### src/rtl/counter_mod_n.sv
`default_nettype none
// ============================================================================
// Module   : counter_mod_n
// Brief    : Modulo-N up/down counter with enable, cascade carry, and parallel load.
// Revision : 1.0 - initial release
// ============================================================================
module counter_mod_n #(
  parameter int WIDTH   = 4,
  parameter int MODULO  = 10,
  parameter int RST_VAL = 0
) (
  input  logic             i_clk,
  input  logic             i_rst_n,
  input  logic             i_en,
  input  logic             i_ci,
  input  logic             i_up,
  input  logic             i_ld,
  input  logic [WIDTH-1:0] i_din,
  output logic [WIDTH-1:0] o_val,
  output logic             o_tc,
  output logic             o_cr,
  output logic             o_wrap,
  output logic             o_lderr
);

  localparam logic [WIDTH-1:0] C_MAX  = WIDTH'(MODULO - 1);
  localparam logic [WIDTH:0]   C_MOD  = (WIDTH + 1)'(MODULO);
  localparam logic [WIDTH-1:0] C_RST  = WIDTH'(RST_VAL);
  localparam logic [WIDTH-1:0] C_ZERO = '0;
  localparam logic [WIDTH-1:0] C_ONE  = WIDTH'(1);

  logic [WIDTH-1:0] r_val;
  logic             r_wrap;
  logic             r_lderr;

  logic             w_step;
  logic             w_at_max;
  logic             w_at_zero;
  logic             w_din_ok;
  logic [WIDTH-1:0] w_val_nxt;
  logic             w_wrap_nxt;
  logic             w_lderr_nxt;

  assign w_step    = i_en & i_ci;
  assign w_at_max  = (r_val == C_MAX);
  assign w_at_zero = (r_val == C_ZERO);
  assign w_din_ok  = ({1'b0, i_din} < C_MOD);

  assign o_tc = i_up ? w_at_max : w_at_zero;
  assign o_cr = o_tc & w_step & ~i_ld;

  // Out-of-range values (>= MODULO) are steered back into range on the next step.
  always_comb begin
    w_val_nxt   = r_val;
    w_wrap_nxt  = 1'b0;
    w_lderr_nxt = 1'b0;
    if (i_ld) begin
      w_val_nxt   = w_din_ok ? i_din : C_MAX;
      w_lderr_nxt = ~w_din_ok;
    end else if (w_step && i_up) begin
      w_wrap_nxt = w_at_max;
      if (r_val >= C_MAX) begin
        w_val_nxt = C_ZERO;
      end else begin
        w_val_nxt = r_val + C_ONE;
      end
    end else if (w_step) begin
      w_wrap_nxt = w_at_zero;
      if (w_at_zero || (r_val > C_MAX)) begin
        w_val_nxt = C_MAX;
      end else begin
        w_val_nxt = r_val - C_ONE;
      end
    end
  end

  always_ff @(posedge i_clk or negedge i_rst_n) begin
    if (!i_rst_n) begin
      r_val   <= C_RST;
      r_wrap  <= 1'b0;
      r_lderr <= 1'b0;
    end else begin
      r_val   <= w_val_nxt;
      r_wrap  <= w_wrap_nxt;
      r_lderr <= w_lderr_nxt;
    end
  end

  assign o_val   = r_val;
  assign o_wrap  = r_wrap;
  assign o_lderr = r_lderr;

endmodule
`default_nettype wire

### config.mk
export PLATFORM = sky130hd
export DESIGN_NAME = counter_mod_n
export DESIGN_NICKNAME = d
export VERILOG_FILES = /design/src/rtl/counter_mod_n.sv
export SDC_FILE = /design/constraint.sdc
export NUM_CORES = 1
export LEC_CHECK = 0
export ABC_AREA = 1
export CORE_UTILIZATION = 30
export CTS_CLUSTER_SIZE = 10
export DETAILED_ROUTE_END_ITERATION = 8
export PLACE_DENSITY = 0.58
export SLEW_MARGIN = 10
export SYNTH_ARGS = -nofsm -noshare
export SYNTH_HDL_FRONTEND = slang
export SYNTH_SLANG_ARGS = --single-unit
### constraint.sdc
create_clock -name i_clk -period 3 [get_ports i_clk]
set_clock_uncertainty 0.1 [all_clocks]
set_input_delay 0.75 -clock i_clk [delete_from_list [all_inputs] [get_ports i_clk]]
set_output_delay 0.75 -clock i_clk [all_outputs]
set_load 0.01 [all_outputs]
Word level (Yosys, flattened, before mapping)
Index checks and enable logic that the tools add are counted.

word-level totals
  register bits after elaboration = 6
  word-level logic and storage cells = 29

cells by class
  multiplexer cells = 11
  bitwise operators = 5
  equality and inequality tests = 1
  add/sub/neg operators = 2
  order comparisons = 3
  reduce and logical (&&, ||, !) cells = 4

operator list
  operator               count
  $mux W4                6
  $mux W1                5
  $add A4 B1 Y4 const B  1
  $eq A4 B4 Y1 const B   1
  $ge A4 B4 Y1 const B   1
  $gt A4 B4 Y1 const B   1
  $logic_not A4 Y1       1
  $lt A4 B4 Y1 const B   1
  $sub A4 B1 Y4 const B  1
  $and A1 B1 Y1          3
  $reduce_bool A3 Y1     1
  $not A1 Y1             2
  $logic_and A1 B1 Y1    1
  $logic_or A1 B1 Y1     1

Depth between registers and ports, before layout
  depth in word-level cells = 6
  mapped depth = 11

Worst setup path before layout
Ideal clock, no wire load.

  kind = register to output
  from = reg r_val[1], in the netlist o_val[1]
  to = out o_cr
  buffers on the path = 0
  slack = 0.819 ns
  cell stages (with the launch flop) = 6
  arrival time = 1.331 ns
  data required time = 2.150 ns
  path through = dfrtp_1 > inv_1 > ha_1 > nand3_2 > o21a_1 > nor3_1

between the ends
  longest elaborated chain between the ends = 4

RTL lines
  what                                              line    text
  start: declaration                                32      logic [WIDTH-1:0] r_val;
  start signal: assignment                          83      r_val <= w_val_nxt;
  $eq A4 B4 Y1 or $logic_not A4 Y1 (tied branches)  45, 46
  $mux W1 (*)                                       49      assign o_tc = i_up ? w_at_max : w_at_zero;
  $and A1 B1 Y1 (*) (2 in series)                   50      assign o_cr = o_tc & w_step & ~i_ld;
  end: declaration                                  21      output logic o_cr,

Every way passes the cells marked *; elsewhere a longest branch is shown, timed or not.

Worst setup path in the final report
  from = in i_up
  to = out o_cr

between the ends
  longest elaborated chain between the ends = 3

RTL lines
  what                         line  text
  start: declaration           16    input logic i_up,
  $mux W1                      49
  $and A1 B1 Y1 (2 in series)  50

Every way passes these cells.

==> metrics.cfg <==
[hold_path]
min_path_cells = 2
hold_path.class = reg2reg
worstHoldStart = o_val[1]
min_to = o_val[1]

[detailed_routing]
ant_nets = 0
vias = 603
dr.pass1.iters = 4
drc = 0
viasPerCell = 4.434
wirelength_mm = 1.223
wl_per_cell_um = 8.993
drt-initial-drc-count = 8

[clock_tree]
clock-root-buffer = clkbuf_4
cts_tree = built
postCtsSetupBuffers = 0
ctsResizeCount = 1
clkTransAtPathRegs_ns = 0.04
holdBufCountCts = 0
cts.sinks = 6
clockBufferDepth = 2
cts_buffers = 3
htreeDepth = 1
clkLatencyLatePin_ns = 0.24

[place]
place_hpwl_mm = 1.020
preCtsSetupSlack_ns = -0.03922
gp_congestion = 0.8133
port_buffers = 17
dpl_cell_area_um2 = 790.8

[layout]
drive_gt1_share_pct = 15.32
antenna_cells = 0
fillers = 196
fin_area_um2 = 814.5
post-route-util_pct = 45.68
layout.nets = 127
areaGrowthSynthToFinish_pct = 39.10

[logic_synthesis]
ys.flop_type = dfrtp_1
synth_edf_count = 0
ys.warnings.count = 0
avgSynthCellArea_um2 = 6.506
synth_seq_area_share_pct = 25.64
synthArstFlopShare_pct = 100.0
synth_area_leader_cell = dfrtp_1
synthCells = 90
synthTopCellsByCount = 24 x nand2_1, 14 x inv_1, 8 x nor2_1
synth_nets = 104
synth.distinct_cells = 20
synth-seq-cells = 6
yosysTopAreaCellShare_pct = 25.64
netlist_area_um2 = 585.6
synth.most_common_cell = nand2_1
synth_area_leaders = dfrtp_1 26%, nand2_1 15%, inv_1 9.0%

[global_route]
grt_max_degree = 8
grt_usage_pct = 13.78
grt.overflow.total = 0
antenna_found_initial = 0
grt_pass1_wl_mm = 2.104
grt_pass1_vias = 521

[die]
num_rows = 15
start_util_pct = 32.84
die_y_um = 46.18
core_um2 = 1783
io_pins = 18
dieWidth_um = 46.18
die_area_um2 = 2133

[sta]
tightestPinTransition_ns = 0.3320
hold_viol_final = 0
fin_crit_sh_pct = 92.15
setup_viol = 0
maxSlewViolCount = 0
rsz0062_at_grt = no
hold_slack_ns = 0.5288
relSlewSlack_pct = 77.78
timing.final.ws_setup_ns = 0.2356
layout_min_cycle_time_ns = 2.764
tns_ns = 0
fmax_ghz = 0.3617

[critical_path]
cp_max_fo = 3
cp-end-kind = output port
path_class = in2out
timing.rr.start = o_val[0]
regToRegEndpoint = o_val[2]
worstPathArrival_ns = 1.91
crit_cells = 5
cp_top_family = buffers and inverters
r2r_cells = 10
required_ns = 2.15
crit_path_cell_trace = clkdlybuf4s50_1 -> inv_2 -> o21a_1 -> nor3_1 -> dlygate4sd2_1
cp_num_buf_inv = 3
max_stage_delay_ns = 0.49
slowest_stage = clkdlybuf4s50_1
r2r_slack_ns = 1.39
startpoint_type = primary input

[pwr]
p_leak_nw = 0.4427
vdd_ir_drop_max_uv = 285.3
p_per_area_nw_per_um2 = 419.8

[job]
drv_cap = 0

[outcome]
status = finished, final reports clean

stage by stage:
stage | power (mW) | cells
6_report | 0.3419 | 136
5_1_grt | 0.3785 | 136
4_1_cts | 0.3479 | 136
3_5_place_dp | 0.2728 | 133
3_3_place_gp | 0.2715 | 133
2_1_floorplan | 0.2127 | 90
worst reg2reg max path, cell delays in order (launching register included):
cell and delay (ns):
dfrtp_1 0.45, inv_1 0.18, ha_1 0.23, nand2_4 0.07
nand2_2 0.09, nand2_2 0.06, nand2_2 0.08, nand2_1 0.06
nand2_1 0.06, nand2_1 0.05, a21oi_1 0.12
flip-flops by register name (all words and copies together) (netlist names):
| signal | flops |
|---|---|
| o_wrap | 1 |
| o_val | 4 |
| o_lderr | 1 |
per-layer routing:
| layer | vias to the layer above | GRT usage, % | part of all wire (%) |
|---|---|---|---|
| li1 | 329 | - | - |
| met1 | 257 | 18.85 | 49 |
| met2 | 17 | 21.41 | 46 |
| met3 | 0 | 5.882 | 5.2 |
| met4 | 0 | 0 | 0 |
| met5 | - | 0 | 0 |
worst max path at each step:
stage	startpoint	to	slack [ns]
2_1_floorplan	o_val[1]	o_cr	0.82
6_report	i_up	o_cr	0.24
3_3_place_gp	i_up	o_cr	-0.03
4_1_cts	i_up	o_tc	0.07
3_5_place_dp	i_up	o_cr	-0.04
5_1_grt	i_up	o_cr	0.17
final cells by class:
type | instances | area, µm² | share of cell area, %
Clock buffer | 3 | 22.52 | 2.765
Tap cell | 25 | 31.28 | 3.840
Sequential cell | 6 | 150.1 | 18.43
Inverter | 17 | 63.81 | 7.834
Timing Repair Buffer | 19 | 186.4 | 22.89
Multi-Input combinational cell | 66 | 360.3 | 44.24
cell usage in the layout (no fill, tap or decap), types with 3 or more instances in the layout:
cell type and instances:
nand2_2 5, nand3_1 7, clkbuf_4 3, nand2_1 24, nor3_1 3, clkdlybuf4s50_1 15
a21oi_1 3, nor2_1 8, inv_1 14, dfrtp_1 6, nand4_1 3, ha_1 4
inv_2 3
cells by family after synthesis:
group                      count (synthesis)  synth area share (%)
adders and majority gates                  4                 8.547
xor gates and xnor gates                   1                 1.496
and+or+nand+nor                           54                 44.23
AOI/OAI and AO/OA                          7                 7.265
buffers and inverters                     18                 12.82
DFF                                        6                 25.64
power by group:
part           internal (mW)  switching [mW]  total [mW]
registers             0.0908          0.0170       0.108
logic                 0.0741          0.0875       0.162
clock network         0.0451          0.0273      0.0725
Power figures use the tool's default switching activity.
